File: config.mk
export PLATFORM = sky130hd
export DESIGN_NAME = mux_rr_sched
export DESIGN_NICKNAME = d
export VERILOG_FILES = /design/src/rtl/mux_rr_sched.sv
export SDC_FILE = /design/constraint.sdc
export NUM_CORES = 1
export LEC_CHECK = 0
export CORE_AREA = 2 2 156 158
export DETAILED_ROUTE_END_ITERATION = 10
export DIE_AREA = 0 0 158 160
export PLACE_DENSITY = 0.6
export SYNTH_ARGS = -nofsm -noshare
export SYNTH_HDL_FRONTEND = slang
export SYNTH_SLANG_ARGS = --single-unit
File: constraint.sdc
create_clock -name clk_f -period 6.1 [get_ports clk_f]
set_input_delay 1.83 -clock clk_f [delete_from_list [all_inputs] [get_ports clk_f]]
set_output_delay 1.83 -clock clk_f [all_outputs]
set_load 0.1 [all_outputs]
File: src/rtl/mux_rr_sched.sv
// mux_rr_sched: 4-lane round-robin scheduler, per-lane FIFOs drained one word per clock.
// Define MUX_RR_DROPCNT_EN to add the saturating per-lane drop_cnt output.
module mux_rr_sched #(
  parameter int WIDTH = 8,
  parameter int DEPTH = 4
) (
  input  logic             clk_f,
  input  logic             reset,
  input  logic             en,
  input  logic             flush,
  input  logic [WIDTH-1:0] Entrada0,
  input  logic [WIDTH-1:0] Entrada1,
  input  logic [WIDTH-1:0] Entrada2,
  input  logic [WIDTH-1:0] Entrada3,
  input  logic             validEntrada0,
  input  logic             validEntrada1,
  input  logic             validEntrada2,
  input  logic             validEntrada3,
  output logic [WIDTH-1:0] Salida,
  output logic             validsalida,
  output logic [1:0]       lane_id,
  output logic [3:0]       overflow,
  output logic             busy
`ifdef MUX_RR_DROPCNT_EN
  , output logic [31:0]    drop_cnt
`endif
);
  localparam int AW = $clog2(DEPTH);
  localparam int CW = AW + 1;
  typedef enum logic {IDLE, SERVE} state_t;
  state_t           state;
  logic [1:0]       rr_ptr, grant, idx;
  logic             grant_vld, pop;
  logic [WIDTH-1:0] din [4];
  logic [WIDTH-1:0] head [4];
  logic [3:0]       vin, nonempty, nxt_nonempty;
  assign din  = '{Entrada0, Entrada1, Entrada2, Entrada3};
  assign vin  = {validEntrada3, validEntrada2, validEntrada1, validEntrada0};
  assign busy = |nonempty;
  // Scan from the farthest candidate down so the nearest non-empty lane after rr_ptr wins.
  always_comb begin
    grant_vld = 1'b0;
    grant     = rr_ptr;
    idx       = rr_ptr;
    for (int i = 4; i >= 1; i--) begin
      idx = rr_ptr + 2'(i);
      if (nonempty[idx]) begin
        grant_vld = 1'b1;
        grant     = idx;
      end
    end
  end
  assign pop = (state == SERVE) && en && grant_vld && !flush;
  for (genvar g = 0; g < 4; g++) begin : g_lane
    logic [WIDTH-1:0] mem [DEPTH];
    logic [AW-1:0]    wr_ptr, rd_ptr;
    logic [CW-1:0]    cnt, cnt_nxt;
    logic             push, pop_l, drop, ovf;
    assign pop_l           = pop && (grant == 2'(g));
    // A full lane still accepts when its head leaves on the same edge.
    assign push            = vin[g] && !flush && ((cnt != CW'(DEPTH)) || pop_l);
    assign drop            = vin[g] && !flush && !push;
    assign cnt_nxt         = cnt + CW'(push) - CW'(pop_l);
    assign nonempty[g]     = cnt != '0;
    assign nxt_nonempty[g] = cnt_nxt != '0;
    assign head[g]         = mem[rd_ptr];
    assign overflow[g]     = ovf;
    always_ff @(posedge clk_f) begin
      if (push) mem[wr_ptr] <= din[g];
    end
    always_ff @(posedge clk_f or negedge reset) begin
      if (!reset) begin
        wr_ptr <= '0;
        rd_ptr <= '0;
        cnt    <= '0;
        ovf    <= 1'b0;
      end else if (flush) begin
        wr_ptr <= '0;
        rd_ptr <= '0;
        cnt    <= '0;
        ovf    <= 1'b0;
      end else begin
        if (push) wr_ptr <= wr_ptr + AW'(1);
        if (pop_l) rd_ptr <= rd_ptr + AW'(1);
        cnt <= cnt_nxt;
        if (drop) ovf <= 1'b1;
      end
    end
`ifdef MUX_RR_DROPCNT_EN
    logic [7:0] dcnt;
    assign drop_cnt[8*g +: 8] = dcnt;
    always_ff @(posedge clk_f or negedge reset) begin
      if (!reset) dcnt <= '0;
      else if (flush) dcnt <= '0;
      else if (drop && dcnt != 8'hFF) dcnt <= dcnt + 8'd1;
    end
`endif
  end
  always_ff @(posedge clk_f or negedge reset) begin
    if (!reset) begin
      Salida      <= '0;
      validsalida <= 1'b0;
      lane_id     <= 2'd0;
      rr_ptr      <= 2'd3;
      state       <= IDLE;
    end else if (flush) begin
      validsalida <= 1'b0;
      state       <= IDLE;
    end else begin
      validsalida <= pop;
      if (pop) begin
        Salida  <= head[grant];
        lane_id <= grant;
        rr_ptr  <= grant;
      end
      state <= (state == IDLE) ? ((en && busy) ? SERVE : IDLE)
                               : ((en && |nxt_nonempty) ? SERVE : IDLE);
    end
  end
endmodule

==> impl_metrics.tcl, run 1 <==
set metrics [dict create \
    dr.pass1.iters 5 \
    grt_max_degree 47 \
    grt_pass1_wl_microns 24200 \
    port_buffers 55 \
    cts_hold_buf 0 \
    cts_sinks 174 \
    wl_met3_microns 608 \
    setup_viol_count_final 0 \
    synth_edf_count 128 \
    cp_top_family "buffers and inverters" \
    hold_start "g_lane[1].ovf$_DFFE_PN0P_" \
    drv_cap 0 \
    worstSetupPathType "input port to register" \
    place.gp.congestion 0.799 \
    initial_core_util_pct 32.2 \
    die_y_microns 160 \
    yosys_warnings 0 \
    first_iter_violations 250 \
    grt_pass1_vias 4264 \
    synthFlopType "edfxtp_1" \
    grt_usage_pct 12.9 \
    finalCriticalPeriod_ns 5.03 \
    synth_top_area_cell "edfxtp_1" \
    fill_cells 2227 \
    coreArea_sq_mm 0.0238 \
    io_pins 56 \
    slew_viol_final 0 \
    drive_above_1_share_pct 18.8 \
    vdd_drop_max_uv 245 \
    ff2ff_setup_slack_ns 2.20 \
    cp-end-kind "register" \
    ys_top_cells_by_area "edfxtp_1 (50%), dfrtp_1 (14%), mux4_2 (9.4%), ha_1 (3.9%), nor2_1 (1.4%)" \
    whs_path_depth 2 \
    wl_met2_microns 7430 \
    area_growth_pct 18.7 \
    layout.nets 592 \
    path_common_cell "inv_1" \
    cts-buffers-inserted 17 \
    routedWlPerCell_microns 18.0 \
    synth_nets 539 \
    ys_seq_elements 174 \
    rr_worst_depth 13 \
    wirelength_microns 15500 \
    num_vias 4035 \
    crit_slowest_cell "fa_1" \
    ant_nets 0 \
    antenna_found_initial 0 \
    cts_max_level 4 \
    max_stage_delay_ns 0.52 \
    clock_path_buffers 2 \
    cts-root-buf "clkbuf_16" \
    status "finished, final reports clean" \
    tightest_slew_ns 1.07 \
    netlist_area_sq_mm 0.00767 \
    clk_latency_ns 0.43 \
    drt-met1-wl_microns 7260 \
    synth_common_cells "edfxtp_1 (128), dfrtp_1 (44), mux4_2 (32)" \
    synthArstFlopShare_pct 26.4 \
    total_power_mw 3.68 \
    die_w_microns 158 \
    syn_area_per_cell_sq_um 16.3 \
    fin_util_pct 38.2 \
    hold_viol 0 \
    cp.arrival_ns 5.33 \
    dieArea_sq_mm 0.0253 \
    critPathBufInv 5 \
    num_rows 57 \
    synth_seq_area_share_pct 65.2 \
    cts_resized 0 \
    period_share_pct 82.5 \
    synth.most_common_cell "edfxtp_1" \
    p_per_area_mw_per_mm2 404 \
    hp-class "register to register" \
    leakagePower_nw 3.25 \
    worst_setup_path_start_kind "input port" \
    layout_setup_ws_ns 1.07 \
    diodes 0 \
    startpoint "en" \
    route.detailed.drc 0 \
    cts_tree "yes" \
    viasPerCell 4.69 \
    syn_inst 471 \
    pre_cts_ws_ns 0.585 \
    dp_hpwl_microns 10900 \
    highest-signal-layer "met4" \
    rsz0062_at_grt "no" \
    cp_cell_sequence "clkdlybuf4s50_1, nor2b_1, nand3_2, inv_2, o211ai_2, a211oi_2, inv_1, ha_1, inv_1, ha_1, inv_1, fa_1, nand4_1, nor4_1, a31oi_1" \
    yosysUniqueCellTypes 58 \
    postCtsSetupBuffers 0 \
    synth_top_area_share_pct 50.1 \
    grt_overflow 0 \
    rr_startpoint "rr_ptr[1]$_DFFE_PN1P_" \
    max-slew-margin-rel_pct 28.9 \
    cp_max_fo 14 \
    clkTransAtPathRegs_ns 0.07 \
    hold_end "g_lane[1].ovf$_DFFE_PN0P_" \
    fin_skew_ns 0.0128 \
    cp.required_ns 6.40 \
    reg2reg_to "state$_DFF_PN0_" \
    maxClockFrequency_mhz 199 \
    final.setup.tns_ns 0 \
]
==> power breakdown <==
| group | internal [mW] | total (mW) | switching (mW) | leakage (nW) |
|---|---|---|---|---|
| clock | 0.578 | 1.06 | 0.487 | 0.268 |
| sequential | 1.40 | 1.50 | 0.106 | 1.77 |
| combinational | 0.369 | 1.11 | 0.739 | 1.21 |
| total | 2.35 | 3.68 | 1.33 | 3.25 |
==> tightest hold or removal path: cells and delay by family, from the launching register on <==
| family | cells | cell delay (ns) |
|---|---|---|
| DFF | 1 | 0.35 |
| AOI/OAI and AO/OA | 1 | 0.04 |
| and+or+nand+nor | 1 | 0.08 |
==> logic make-up after synthesis <==
logic type,count (synthesis),synth area share (%)
AO/OA/AOI/OAI,52,5.55
adder cells (fa/ha/maj),28,4.96
XOR/XNOR,12,1.37
flip-flops,174,65.2
multiplexers,52,12.3
AND/OR/NAND/NOR,104,7.98
buffers and inverters,49,2.72
==> worst max-delay path by stage <==
stage	end	slack (ns)	cells after the start
4_1_cts	state$_DFF_PN0_	1.04	15
3_5_place_dp	state$_DFF_PN0_	0.58	15
5_1_grt	state$_DFF_PN0_	0.76	15
2_1_floorplan	state$_DFF_PN0_	1.68	14
6_report	state$_DFF_PN0_	1.07	15
3_3_place_gp	state$_DFF_PN0_	0.71	15
==> metal layers <==
| metal | vias up | global-route usage (%) |
|---|---|---|
| li1 | 1882 | - |
| met1 | 2067 | 17.7 |
| met2 | 69 | 20.3 |
| met5 | - | 0 |
| met3 | 17 | 2.69 |
| met4 | 0 | 4.59 |
==> through the flow <==
step                      hold WS [ns]  std cells  instance area, sq um
after floorplan                  0.464        471                  7670
after global placement           0.508        829                  8520
after detailed placement         0.500        829                  8520
after CTS                        0.515        861                  9100
after global routing             0.549        861                  9100
final                            0.507        861                  9100
==> cell usage in the layout (no fill, tap or decap), drive strengths merged, types with 5 or more instances in the layout <==
| cell | instances |
|---|---|
| a21oi | 15 |
| a221o | 8 |
| and2 | 16 |
| clkbuf | 18 |
| clkdlybuf4s50 | 54 |
| clkinvlp | 5 |
| dfrtp | 44 |
| edfxtp | 128 |
| ha | 24 |
| inv | 33 |
| mux2 | 13 |
| mux2i | 7 |
| mux4 | 32 |
| nand2 | 12 |
| nand2b | 12 |
| nand3 | 12 |
| nor2 | 29 |
| nor2b | 5 |
| o21ai | 12 |
| xnor2 | 7 |
| xor2 | 5 |
==> area by class of cell <==
class / instances / area, sq um / share of cell area (%)
flip-flops and latches: 174 / 5000 / 54.9
clock buffers: 18 / 429 / 4.71
multi-input cells: 248 / 2460 / 27.1
clock inverters: 14 / 153 / 1.68
well taps: 324 / 405 / 4.45
repair buffers: 56 / 553 / 6.08
inverters: 27 / 101 / 1.11
==> sequential cells by signal, summed over array words and instances, names as in the netlist <==
signal / flops
g_lane.mem: 128
Salida: 8
validsalida: 1
g_lane.wr_ptr: 8
g_lane.cnt: 12
state: 1
g_lane.rd_ptr: 8
g_lane.ovf: 4
rr_ptr: 2
lane_id: 2
Power figures use the tool's default switching activity.
==> inputs of run 2 (changes only) <==
Clock period 6.1 ns to 4.9 ns, I/O delays scaled along.
==> run 2 against run 1 <==
- combinational power rose by 26%
- critical endpoint unchanged
- global-route usage rose by 0.28 points
- die area unchanged
- cell area up 0.34%
- total power up 24%
- clock power up 23%
- critical path depth did not move
- routed wire length increased by 0.73%
- worst hold slack worse by 0.0099 ns
- utilization grew 0.13 points
==> impl_metrics.tcl, run 2 (synthesis results as in run 1) <==
set metrics [dict create \
    grt_overflow 0 \
    period_share_pct 87.4 \
    wl_met2_microns 7630 \
    cp.required_ns 5.21 \
    worstSetupPathType "input port to register" \
    cp-end-kind "register" \
    diodes 0 \
    final.setup.tns_ns 0 \
    critPathBufInv 5 \
    hold_viol 0 \
    path_common_cell "inv_1" \
    switching_share_pct 36.8 \
    startpoint "en" \
    clk_latency_ns 0.43 \
    cts-root-buf "clkbuf_16" \
    p_int_mw 2.89 \
    grt_usage_pct 13.2 \
    p_sw_mw 1.68 \
    pre_cts_ws_ns 0.175 \
    finalCriticalPeriod_ns 4.28 \
    clkTransAtPathRegs_ns 0.07 \
    layout.nets 598 \
    cts_sinks 174 \
    rsz0062_at_grt "no" \
    p_comb_share_pct 30.7 \
    drv_cap 0 \
    cp.arrival_ns 4.59 \
    cts_resized 0 \
    crit_slowest_cell "fa_1" \
    cts_max_level 4 \
    fill_cells 2222 \
    layout_setup_ws_ns 0.617 \
    leakagePower_nw 3.29 \
    clockPowerShare_pct 28.4 \
    routedWlPerCell_microns 18.0 \
    clock_path_buffers 2 \
    vdd_drop_max_uv 236 \
    coreArea_sq_mm 0.0238 \
    largestRegisters "g_lane.mem (128), g_lane.cnt (12)" \
    cts_tree "yes" \
    p_per_area_mw_per_mm2 501 \
    wirelength_microns 15600 \
    drt-met1-wl_microns 7170 \
    ant_nets 0 \
    route.detailed.drc 0 \
    slew_viol_final 0 \
    regMostFlops "g_lane.mem" \
    max_stage_delay_ns 0.51 \
    max-slew-margin-rel_pct 28.6 \
    cts_hold_buf 0 \
    grt_pass1_vias 4307 \
    die_y_microns 160 \
    grt_max_degree 47 \
    highest-signal-layer "met4" \
    area_growth_pct 19.1 \
    initial_core_util_pct 32.2 \
    cp_max_fo 10 \
    postCtsSetupBuffers 0 \
    fin_skew_ns 0.0105 \
    drive_above_1_share_pct 19.9 \
    cp_cell_sequence "clkdlybuf4s50_1, nor2b_1, nand3_2, inv_2, o211ai_2, a211oi_2, inv_1, ha_1, inv_1, ha_1, inv_1, fa_1, nand4_1, nor4_1, a31oi_1" \
    mostFrequentLayoutCells "edfxtp_1 (128), clkdlybuf4s50_1 (54), dfrtp_1 (44)" \
    final_common_cell "edfxtp_1" \
    setup_viol_count_final 0 \
    place.gp.congestion 0.800 \
    cts-buffers-inserted 17 \
    antenna_found_initial 0 \
    dr.pass1.iters 4 \
    tightest_slew_ns 1.07 \
    viasPerCell 4.68 \
    num_rows 57 \
    io_pins 56 \
    wl_met3_microns 764 \
    cp_top_family "adder cells" \
    num_vias 4056 \
    status "finished, final reports clean" \
    hp-class "register to register" \
    p_seq_share_pct 41.0 \
    largest_reg_flops 128 \
    port_buffers 55 \
    rr_startpoint "rr_ptr[1]$_DFFE_PN1P_" \
    fin_util_pct 38.3 \
    first_iter_violations 314 \
    worst_setup_path_start_kind "input port" \
    dp_hpwl_microns 11100 \
    die_w_microns 158 \
    hold_start "g_lane[1].ovf$_DFFE_PN0P_" \
    grt_pass1_wl_microns 24700 \
    dieArea_sq_mm 0.0253 \
    maxClockFrequency_mhz 234 \
]
## run 2: changes by cell type in the layout (fill, tap and decap cells not counted)
| cell | previous run | this run |
|---|---|---|
| clkbuf_1 | 1 | 0 |
| clkinvlp_4 | 5 | 2 |
| inv_8 | 3 | 4 |
| clkinv_2 | 0 | 1 |
| inv_6 | 3 | 6 |
| bufinv_16 | 1 | 0 |
| buf_4 | 1 | 7 |
## run 2: metal layers
layer	track usage [%]	up-vias
li1	-	1892
met2	20.8	85
met5	0	-
met3	3.26	4
met1	18.0	2075
met4	3.89	0
## run 2: tightest hold or removal path: cells and delay by family, from the launching register on
kind | cells | cell delay, ns
AOI/OAI and AO/OA | 1 | 0.04
DFF | 1 | 0.35
and+or+nand+nor | 1 | 0.07
## run 2: power groups by stage
stage	Combinational [mW]	Clock, mW	Sequential, mW
after CTS	1.42	1.33	1.88
final	1.40	1.30	1.87
after detailed placement	1.41	0	1.91
after global placement	1.40	0	1.90
after global routing	1.51	1.39	1.90
after floorplan	0.780	0	2.15
## run 2: through the flow
stage               power (mW)  std cells  cell area (sq um)  hold slack, ns
global placement          3.30        835               8570           0.491
CTS                       4.63        867               9130           0.504
global route              4.79        867               9130           0.551
finish                    4.58        867               9130           0.497
detailed placement        3.32        835               8570           0.488
floorplan                 2.93        471               7670           0.464
## run 2: cell type report
type                    count  area, sq um  area share [%]
clock inverters            15          143            1.56
multi-input cells         248         2460            27.0
flip-flops and latches    174         5000            54.7
clock buffers              17          425            4.66
well taps                 324          405            4.44
repair buffers             62          598            6.55
inverters                  27          101            1.11
## run 2: worst paths after layout
check	endpoint	slack, ns	depth (start not counted)
max in group asynchronous	g_lane[0].rd_ptr[0]$_DFFE_PN0P_	3.00	1
min in group asynchronous	g_lane[3].cnt[1]$_DFF_PN0_	1.23	1
worst min-delay path	g_lane[1].ovf$_DFFE_PN0P_	0.50	2
worst max-delay path	state$_DFF_PN0_	0.62	15
worst min register to register	g_lane[1].ovf$_DFFE_PN0P_	0.50	2
worst max register to register	state$_DFF_PN0_	1.14	13
==> inputs of run 3 (changes only) <==
Settings changed: CTS_CLUSTER_DIAMETER set to 150.
==> results of run 3 <==
Same layout as run 2: the final DEF is identical, and so are final timing and power.
